--- src/rtl/trace_pkg.sv ---
// Shared types for the writeback trace buffer.
// Entry layout, capture mode encoding and default widths.
package trace_pkg;

  localparam int XLEN = 32;
  localparam int CNTW = 16;

  typedef struct packed {
    logic [CNTW-1:0] stamp;
    logic            is_fp;
    logic [4:0]      rd;
    logic [XLEN-1:0] result;
    logic [XLEN-1:0] pc;
  } trace_entry_t;

  typedef enum logic [1:0] {
    TR_ALL = 2'b00,
    TR_INT = 2'b01,
    TR_FP  = 2'b10,
    TR_OFF = 2'b11
  } trace_mode_e;

endpackage

--- src/rtl/trace_ring.sv ---
// Circular store of trace entries with push/pop/overwrite/clear.
// Ports: clk, reset, clear, push, pop, wrap, din -> head, valid, count, drop.
module trace_ring
  import trace_pkg::*;
#(
  parameter int DEPTH = 16,
  localparam int AW = $clog2(DEPTH),
  localparam int CW = $clog2(DEPTH + 1)
) (
  input  logic         clk,
  input  logic         reset,
  input  logic         clear,
  input  logic         push,
  input  logic         pop,
  input  logic         wrap,
  input  trace_entry_t din,
  output trace_entry_t head,
  output logic         valid,
  output logic [CW-1:0] count,
  output logic         drop
);

  trace_entry_t  mem [DEPTH];
  logic [AW-1:0] hd;
  logic [AW-1:0] tl;
  logic          full;
  logic          do_pop;
  logic          wr;
  logic          adv;

  assign full   = (count == CW'(DEPTH));
  assign valid  = (count != '0);
  assign do_pop = pop & valid;

  // When full and not popping, a write only lands in wrap mode,
  // and then it pushes the head along with it.
  assign wr   = push & (~full | do_pop | wrap);
  assign adv  = do_pop | (push & full & ~do_pop & wrap);
  assign drop = push & full & ~do_pop;

  assign head = valid ? mem[hd] : '0;

  always_ff @(posedge clk) begin
    if (reset | clear) begin
      hd    <= '0;
      tl    <= '0;
      count <= '0;
    end else begin
      if (wr)
        tl <= tl + AW'(1);
      if (adv)
        hd <= hd + AW'(1);
      if (wr & ~adv)
        count <= count + CW'(1);
      else if (adv & ~wr)
        count <= count - CW'(1);
    end
  end

  always_ff @(posedge clk) begin
    if (~reset & ~clear & wr)
      mem[tl] <= din;
  end

endmodule

--- src/rtl/wb_trace_buffer.sv ---
// W-stage register-write tracer with stall/flush event counters.
// Ports: W-stage snoop, hazard inputs, config, valid/ready drain, counters.
module wb_trace_buffer
  import trace_pkg::*;
#(
  parameter int DEPTH = 16,
  parameter int XLEN  = 32,
  parameter int CNTW  = 16
) (
  input  logic                     clk,
  input  logic                     reset,
  input  logic                     arm,
  input  logic                     clear,
  input  logic [1:0]               cfg_mode,
  input  logic                     cfg_wrap,
  input  logic                     RegWriteW,
  input  logic                     useFP_RF_W,
  input  logic [4:0]               RdW,
  input  logic [XLEN-1:0]          ResultW,
  input  logic [XLEN-1:0]          PCW,
  input  logic                     StallF,
  input  logic                     FlushE,
  output logic                     rd_valid,
  input  logic                     rd_ready,
  output logic [CNTW-1:0]          rd_stamp,
  output logic                     rd_is_fp,
  output logic [4:0]               rd_rd,
  output logic [XLEN-1:0]          rd_result,
  output logic [XLEN-1:0]          rd_pc,
  output logic [$clog2(DEPTH+1)-1:0] count,
  output logic [CNTW-1:0]          dropped,
  output logic [CNTW-1:0]          stall_cnt,
  output logic [CNTW-1:0]          flush_cnt
);

  logic [CNTW-1:0] cyc;
  trace_mode_e     mode;
  logic            match;
  logic            capture;
  logic            drop;
  trace_entry_t    din;
  trace_entry_t    head;

  assign mode = trace_mode_e'(cfg_mode);

  always_comb begin
    match = 1'b0;
    unique case (1'b1)
      mode == TR_ALL: match = 1'b1;
      mode == TR_INT: match = ~useFP_RF_W;
      mode == TR_FP:  match = useFP_RF_W;
      mode == TR_OFF: match = 1'b0;
    endcase
  end

  // x0 writes are architectural no-ops; f0 is a real register.
  assign capture = arm & RegWriteW & match
                 & ~(~useFP_RF_W & (RdW == 5'd0));

  assign din.stamp  = cyc;
  assign din.is_fp  = useFP_RF_W;
  assign din.rd     = RdW;
  assign din.result = ResultW;
  assign din.pc     = PCW;

  trace_ring #(.DEPTH(DEPTH)) u_ring (
    .clk   (clk),
    .reset (reset),
    .clear (clear),
    .push  (capture),
    .pop   (rd_ready),
    .wrap  (cfg_wrap),
    .din   (din),
    .head  (head),
    .valid (rd_valid),
    .count (count),
    .drop  (drop)
  );

  assign rd_stamp  = head.stamp;
  assign rd_is_fp  = head.is_fp;
  assign rd_rd     = head.rd;
  assign rd_result = head.result;
  assign rd_pc     = head.pc;

  always_ff @(posedge clk) begin
    if (reset | clear) begin
      cyc       <= '0;
      dropped   <= '0;
      stall_cnt <= '0;
      flush_cnt <= '0;
    end else begin
      cyc <= cyc + CNTW'(1);
      if (drop & ~&dropped)
        dropped <= dropped + CNTW'(1);
      if (StallF & ~&stall_cnt)
        stall_cnt <= stall_cnt + CNTW'(1);
      if (FlushE & ~&flush_cnt)
        flush_cnt <= flush_cnt + CNTW'(1);
    end
  end

endmodule

--- config.mk ---
export PLATFORM = sky130hd
export DESIGN_NAME = wb_trace_buffer
export DESIGN_NICKNAME = d
export VERILOG_FILES = /design/src/rtl/trace_pkg.sv /design/src/rtl/trace_ring.sv /design/src/rtl/wb_trace_buffer.sv
export SDC_FILE = /design/constraint.sdc
export NUM_CORES = 1
export LEC_CHECK = 0
export CORE_UTILIZATION = 25
export DETAILED_ROUTE_END_ITERATION = 6
export GPL_ROUTABILITY_DRIVEN = 0
export PLACE_DENSITY = 0.36
export SLEW_MARGIN = 10
export SYNTH_ARGS = -nofsm -noshare
export SYNTH_HDL_FRONTEND = slang
export SYNTH_SLANG_ARGS = --single-unit
--- constraint.sdc ---
create_clock -name clk -period 8.9 [get_ports clk]
set_input_delay 2.67 -clock clk [delete_from_list [all_inputs] [get_ports clk]]
set_output_delay 2.67 -clock clk [all_outputs]
set_load 0.1 [all_outputs]
After elaboration in Yosys (flattened, before gate mapping)
Memories as Yosys holds them, arrays and structs flattened. A register that Yosys moved wholly into a read port is not among the register bits. Cells that the tools add are included. W data, S select, Z words.

Register bits: 77. Bits in latches: 0. Memory bits (writable): 1376. Memory bits (read-only): 0. Word-level logic and storage cells: 66. Memories: 1.

$add $sub $neg: 8. Multiply operators: 0. Divide/modulo/power cells: 0. $lt $le $gt $ge: 0. Equality and inequality tests: 4. Shift-type cells: 0. Muxes and demuxes: 8. Bitwise logic cells: 28. Reductions and logical operators: 10.

Memories: u_ring.mem (words 16, bits a word 86, read ports 1, clocked after Yosys merged registers in 1, write ports 1, RTL line trace_ring.sv:23) `trace_entry_t mem [DEPTH];`.

Operators with widths (count): $mux W86 (1); $add A16 B1 Y16 const B (4); $reduce_and A16 Y1 (3); $and A1 B1 Y1 (16); $mux W5 (2); $add A4 B1 Y4 const B (2); $mux W4 (2); $not A1 Y1 (8); $add A5 B1 Y5 const B (1); $eq A5 B5 Y1 const B (1); $logic_not A5 Y1 (1); $reduce_bool A5 Y1 (1); $sub A5 B1 Y5 const B (1); $eq A2 B2 Y1 const B (2); $or A1 B1 Y1 (4); $pmux W1 S4 (1); $logic_not A1 Y1 (3); $eq A2 B1 Y1 const B (1); $logic_not A2 Y1 (1); $mux W1 (2); $reduce_bool A2 Y1 (1).

Logic depth before layout (Yosys ltp)
Depth in word-level cells: 11. Gate-level depth with buffers: 13. Mapped depth without buffers: 12.

By module
A second synthesis with hierarchy kept.

Cell total of the unflattened synthesis: 2605. Area, all modules: 55848.6 um^2.

By module, submodules not included: trace_ring (instances 1, cells each 2232, area an instance 52726.8 um^2); wb_trace_buffer (instances 1, cells each 373, area an instance 3121.7 um^2).

Least setup slack after synthesis
No wires, ideal clock.

Kind: input port to flip-flop. From: in useFP_RF_W. To: mem u_ring.mem[10][0] (netlist bit) (enable). Arrival: 7.151 ns. Path slack: 1.217 ns. Stages: 6. Path buffers: 0. Cell sequence: mux2i_1 -> o2111a_1 -> o21ai_4 -> inv_2 -> nand4b_1 -> nor2_1.

Longest elaborated chain between the ends: 8. Elaborated cells between the ends (all ways): 10.

Ends and longest elaborated chain: from (decl) (RTL line wb_trace_buffer.sv:17) `input logic useFP_RF_W,`; $not A1 Y1 (RTL line wb_trace_buffer.sv:50, wb_trace_buffer.sv:58); $pmux W1 S4 or $and A1 B1 Y1 (tied branches) (RTL line wb_trace_buffer.sv:48, wb_trace_buffer.sv:58); $and A1 B1 Y1 or $not A1 Y1 (tied branches) (RTL line wb_trace_buffer.sv:57, wb_trace_buffer.sv:58); $and A1 B1 Y1 (*) (RTL line wb_trace_buffer.sv:58) `& ~(~useFP_RF_W & (RdW == 5'd0));`; $and A1 B1 Y1 (*) (RTL line trace_ring.sv:37) `assign wr = push & (~full | do_pop | wrap);`; named net u_ring.wr (RTL line trace_ring.sv:28) `logic wr;`; $and A1 B1 Y1 (*) (RTL line trace_ring.sv:61) `if (~reset & ~clear & wr)`; $mux W1 (*) (RTL line trace_ring.sv:61); $mux W1 (not written as such) (*) (RTL line trace_ring.sv:62) `mem[tl] <= din;`; to (decl) (RTL line trace_ring.sv:23).

Mark *: on every way through the listed nets, which the timed path passes. The rest lies on a longest branch.

Worst setup path in the final report
From: reg u_ring.count[0]. To: out rd_result[12].

Longest elaborated chain between the ends: 2.

Ends and longest elaborated chain: from (decl) (RTL line trace_ring.sv:19) `output logic [CW-1:0] count,`; from (signal assigned) (RTL line trace_ring.sv:54) `count <= count + CW'(1);`; from (signal assigned) (RTL line trace_ring.sv:56) `count <= count - CW'(1);`; $reduce_bool A5 Y1 (RTL line trace_ring.sv:32) `assign valid = (count != '0);`; $mux W86 (RTL line trace_ring.sv:41) `assign head = valid ? mem[hd] : '0;`; to (decl) (RTL line wb_trace_buffer.sv:28) `output logic [XLEN-1:0] rd_result,`.

Every way passes these cells.

==> summary.log <==
INFO  synthesis      gate_count_post_synth=2569
INFO  synthesis      number_of_register_bits_inferred_by_synthesis=1457
INFO  hold_path      hold_class=flip-flop to flip-flop
INFO  setup_path     crit_path_end=rd_result[12]
INFO  routing        drc_errors=0
INFO  setup_path     rr_endpoint=u_ring.count[4]$_SDFFE_PP0P_
INFO  global_routing antenna_found_initial=17
INFO  cts            clock_insertion_delay_worst_skew=800ps
INFO  sta            tns=0ps
INFO  placement      post-dp-hpwl=82700µm
INFO  cts            clock_path_buffers=3
INFO  global_routing grt_util_all_layers=13.6%
INFO  global_routing global_route_wire_length_before_repair=219000µm
INFO  power_and_ir_drop power_density=232mW/mm²
INFO  cts            post_cts.resized_instances=0
INFO  power_and_ir_drop ir_drop=0.184mV
INFO  final_layout   filler_cells=21599
INFO  setup_path     worstSetupStartpointType=flip-flop
INFO  cts            htree_num_levels=4
INFO  setup_path     timing.critical_path.from=u_ring.count[0]$_SDFFE_PP0P_
INFO  global_routing grt_start_max_net_pins=99
INFO  power_and_ir_drop cellLeakagePower=19.5nW
INFO  synthesis      fraction_of_synthesized_cell_area_taken_by_the_top_area_cell_type=73.9%
INFO  synthesis      dominantRegCellSynth=sky130_fd_sc_hd__edfxtp_1
INFO  setup_path     crit-reg2reg-launch=u_ring.count[0]$_SDFFE_PP0P_
INFO  sta            worst_case_headroom_to_the_max_slew_limit=21.8%
INFO  synthesis      syn_area_per_cell=21.8µm²
INFO  floorplanning  floorplan.initialDensity=25.2%
INFO  synthesis      netlist_top_cells_area=sky130_fd_sc_hd__edfxtp_1, sky130_fd_sc_hd__mux4_2, sky130_fd_sc_hd__mux2i_1
INFO  sta            hold_viol_final=0
INFO  routing        wl_per_cell=25.4µm
INFO  synthesis      yosys_warnings=0
INFO  final_layout   final_layout_size_suffix_gt1_share=21.9%
INFO  setup_path     reg2reg_setup_slack=4980ps
INFO  sta            timing.final.max_slew_violations=0
INFO  cts            clk_transition_reported_paths=60ps
INFO  sta            fin_crit=7490ps
INFO  routing        totalWireLength=153000µm
INFO  final_layout   area_growth_syn_to_layout=20.6%
INFO  cts            cts_setup_buffers=0
INFO  sta            grt_setup_unrepaired=no
INFO  setup_path     cp.required=6230ps
INFO  power_and_ir_drop finalPower=15.6mW
INFO  placement      placement.io_buffers=220
INFO  synthesis      synth.cell_area=0.0559mm²
INFO  final_layout   post-route-util=30.4%
INFO  placement      dpl_cell_area=0.0621mm²
INFO  sta            fin_worst_skew=35.4ps
INFO  global_routing first_global_vias=29371
INFO  synthesis      syn_nets=2665
INFO  cts            numCtsBuffers=171
INFO  synthesis      async_s_r_ff_share_synth=0%
INFO  synthesis      synthTopCellsByCount=sky130_fd_sc_hd__edfxtp_1, sky130_fd_sc_hd__mux4_2, sky130_fd_sc_hd__mux2i_1, sky130_fd_sc_hd__o22ai_1, sky130_fd_sc_hd__dfxtp_1
INFO  floorplanning  row_count=173
INFO  setup_path     worstRegToRegCells=12
INFO  final_layout   layout_cell_area_excl_fill=0.0674mm²
INFO  setup_path     critical_path_peak_fanout=44
INFO  synthesis      yosys.cell_count.top_type=sky130_fd_sc_hd__edfxtp_1
INFO  setup_path     endpoint_kind=primary output
INFO  sta            max_freq=134MHz
INFO  routing        firstDrtPassIters=5
INFO  routing        drt.antenna.violating_nets=0
INFO  floorplanning  dieHeight=475µm
INFO  synthesis      synth-seq-area-share=76.9%
INFO  global_routing grt_remaining_overflow=0
INFO  outcome        outcome=finished clean
INFO  routing        routed-via-count=26738
INFO  floorplanning  io-pin-count=221
INFO  synthesis      synthDominantAreaCellType=sky130_fd_sc_hd__edfxtp_1
INFO  cts            ctsRootBufferMaster=sky130_fd_sc_hd__clkbuf_16
INFO  setup_path     worst_ep_arrival_time=4820ps
INFO  job            maxCapViolCount=0
INFO  synthesis      post_synth_num_cell_types=60
INFO  cts            cts_hold_buffers=0
INFO  cts            cts_sinks=1457
INFO  floorplanning  design.core.area=0.222mm²
INFO  synthesis      synth_enable_flop_cells=1376
INFO  sta            finalCritPeriodShare=84.2%
INFO  routing        vias_per_cell=4.45
INFO  routing        detailedRoute.firstIterationViolations=1736
INFO  cts            cts_tree=done
INFO  final_layout   nets=2987
INFO  sta            finalSetupViolCount=0
INFO  sta            tightest_slew=1170ps
INFO  floorplanning  die_area=0.225mm²
INFO  setup_path     worstSetupPathType=flip-flop to primary output
INFO  floorplanning  die_w=475µm
## cells by family (layout without fill, tap and decap cells)
kind of cell	Yosys count	count (layout)	synth area share [%]
xor+xnor	48	48	0.752
mux	518	518	17.0
simple gates	239	239	2.33
other cells	0	4	0
fa+ha+maj	15	15	0.349
buf+inv	146	600	1.07
compound gates	146	146	1.67
flops	1457	1457	76.9
## sequential cells by signal, indices dropped and copies added, names as in the netlist, named ones only
| signal | cells |
|---|---|
| cyc | 16 |
| dropped | 16 |
| stall_cnt | 16 |
| u_ring.hd | 4 |
| u_ring.count | 5 |
| u_ring.mem | 1376 |
| u_ring.tl | 4 |
| flush_cnt | 16 |
## layer usage
| layer | GRT usage [%] | vias up | part of all wire [%] |
|---|---|---|---|
| met4 | 3.43 | 16 | 1.9 |
| met2 | 22.7 | 533 | 49 |
| met1 | 17.9 | 14507 | 45 |
| li1 | - | 11467 | - |
| met3 | 2.80 | 215 | 4.2 |
| met5 | 0 | - | 0.073 |
## critical path, cell delays in order (launching register included)
cell and delay, ps:
sky130_fd_sc_hd__dfxtp_1 360, sky130_fd_sc_hd__or4_4 560, sky130_fd_sc_hd__or2_2 370, sky130_fd_sc_hd__nand2b_4 760
sky130_fd_sc_hd__buf_4 550, sky130_fd_sc_hd__o22ai_1 310, sky130_fd_sc_hd__clkdlybuf4s50_1 1050
## final cells by class
| type | count | area (µm²) | share of cell area, % |
|---|---|---|---|
| Clock inverter | 89 | 796 | 1.18 |
| Antenna cell | 4 | 10.0 | 0.0148 |
| Sequential cell | 1457 | 43000 | 63.7 |
| Tap cell | 2975 | 3720 | 5.52 |
| Clock buffer | 216 | 4500 | 6.68 |
| Timing Repair Buffer | 277 | 2950 | 4.38 |
| Multi-Input combinational cell | 966 | 12400 | 18.4 |
| Inverter | 18 | 67.6 | 0.100 |
## placed cells by master (no fill, tap or decap), types with 7 or more instances in the layout
cell type,count
sky130_fd_sc_hd__a21oi_1,22
sky130_fd_sc_hd__and2_1,9
sky130_fd_sc_hd__and2_4,12
sky130_fd_sc_hd__and3_1,9
sky130_fd_sc_hd__and4_1,12
sky130_fd_sc_hd__buf_12,26
sky130_fd_sc_hd__buf_4,33
sky130_fd_sc_hd__bufinv_16,7
sky130_fd_sc_hd__clkbuf_1,42
sky130_fd_sc_hd__clkbuf_16,173
sky130_fd_sc_hd__clkdlybuf4s50_1,218
sky130_fd_sc_hd__clkinv_1,38
sky130_fd_sc_hd__clkinv_2,26
sky130_fd_sc_hd__dfxtp_1,78
sky130_fd_sc_hd__edfxtp_1,1376
sky130_fd_sc_hd__ha_1,14
sky130_fd_sc_hd__inv_1,17
sky130_fd_sc_hd__mux2i_1,174
sky130_fd_sc_hd__mux4_2,344
sky130_fd_sc_hd__nand2_1,33
sky130_fd_sc_hd__nand3_1,31
sky130_fd_sc_hd__nand4_1,18
sky130_fd_sc_hd__nor2_1,65
sky130_fd_sc_hd__nor3_1,7
sky130_fd_sc_hd__nor4_1,8
sky130_fd_sc_hd__o21ai_0,12
sky130_fd_sc_hd__o22ai_1,86
sky130_fd_sc_hd__xnor2_1,23
sky130_fd_sc_hd__xor2_1,25
## power by group
| group | internal, mW | switching (mW) | total (mW) |
|---|---|---|---|
| sequential | 7.49 | 0.0139 | 7.50 |
| clock | 3.80 | 2.84 | 6.64 |
| combinational | 0.378 | 1.10 | 1.48 |
## worst min path at each step
stage | endpoint | cells past startpoint | start
final | flip-flop | 2 | u_ring.hd[3]$_SDFFE_PP0N_
after global placement | flip-flop | 2 | u_ring.hd[3]$_SDFFE_PP0N_
after CTS | flip-flop | 2 | u_ring.hd[3]$_SDFFE_PP0N_
after detailed placement | flip-flop | 2 | u_ring.hd[3]$_SDFFE_PP0N_
after floorplan | flip-flop | 2 | u_ring.hd[3]$_SDFFE_PP0N_
after global routing | flip-flop | 2 | u_ring.hd[3]$_SDFFE_PP0N_
## metrics by stage
step	hold WS (ps)	setup WS [ps]	std cells
3_3_place_gp	485	1730	5693
4_1_cts	490	1240	5998
3_5_place_dp	473	1740	5693
5_1_grt	534	1200	6000
2_1_floorplan	459	1220	2569
6_report	492	1410	6002
(Power assumes the default switching activity.)
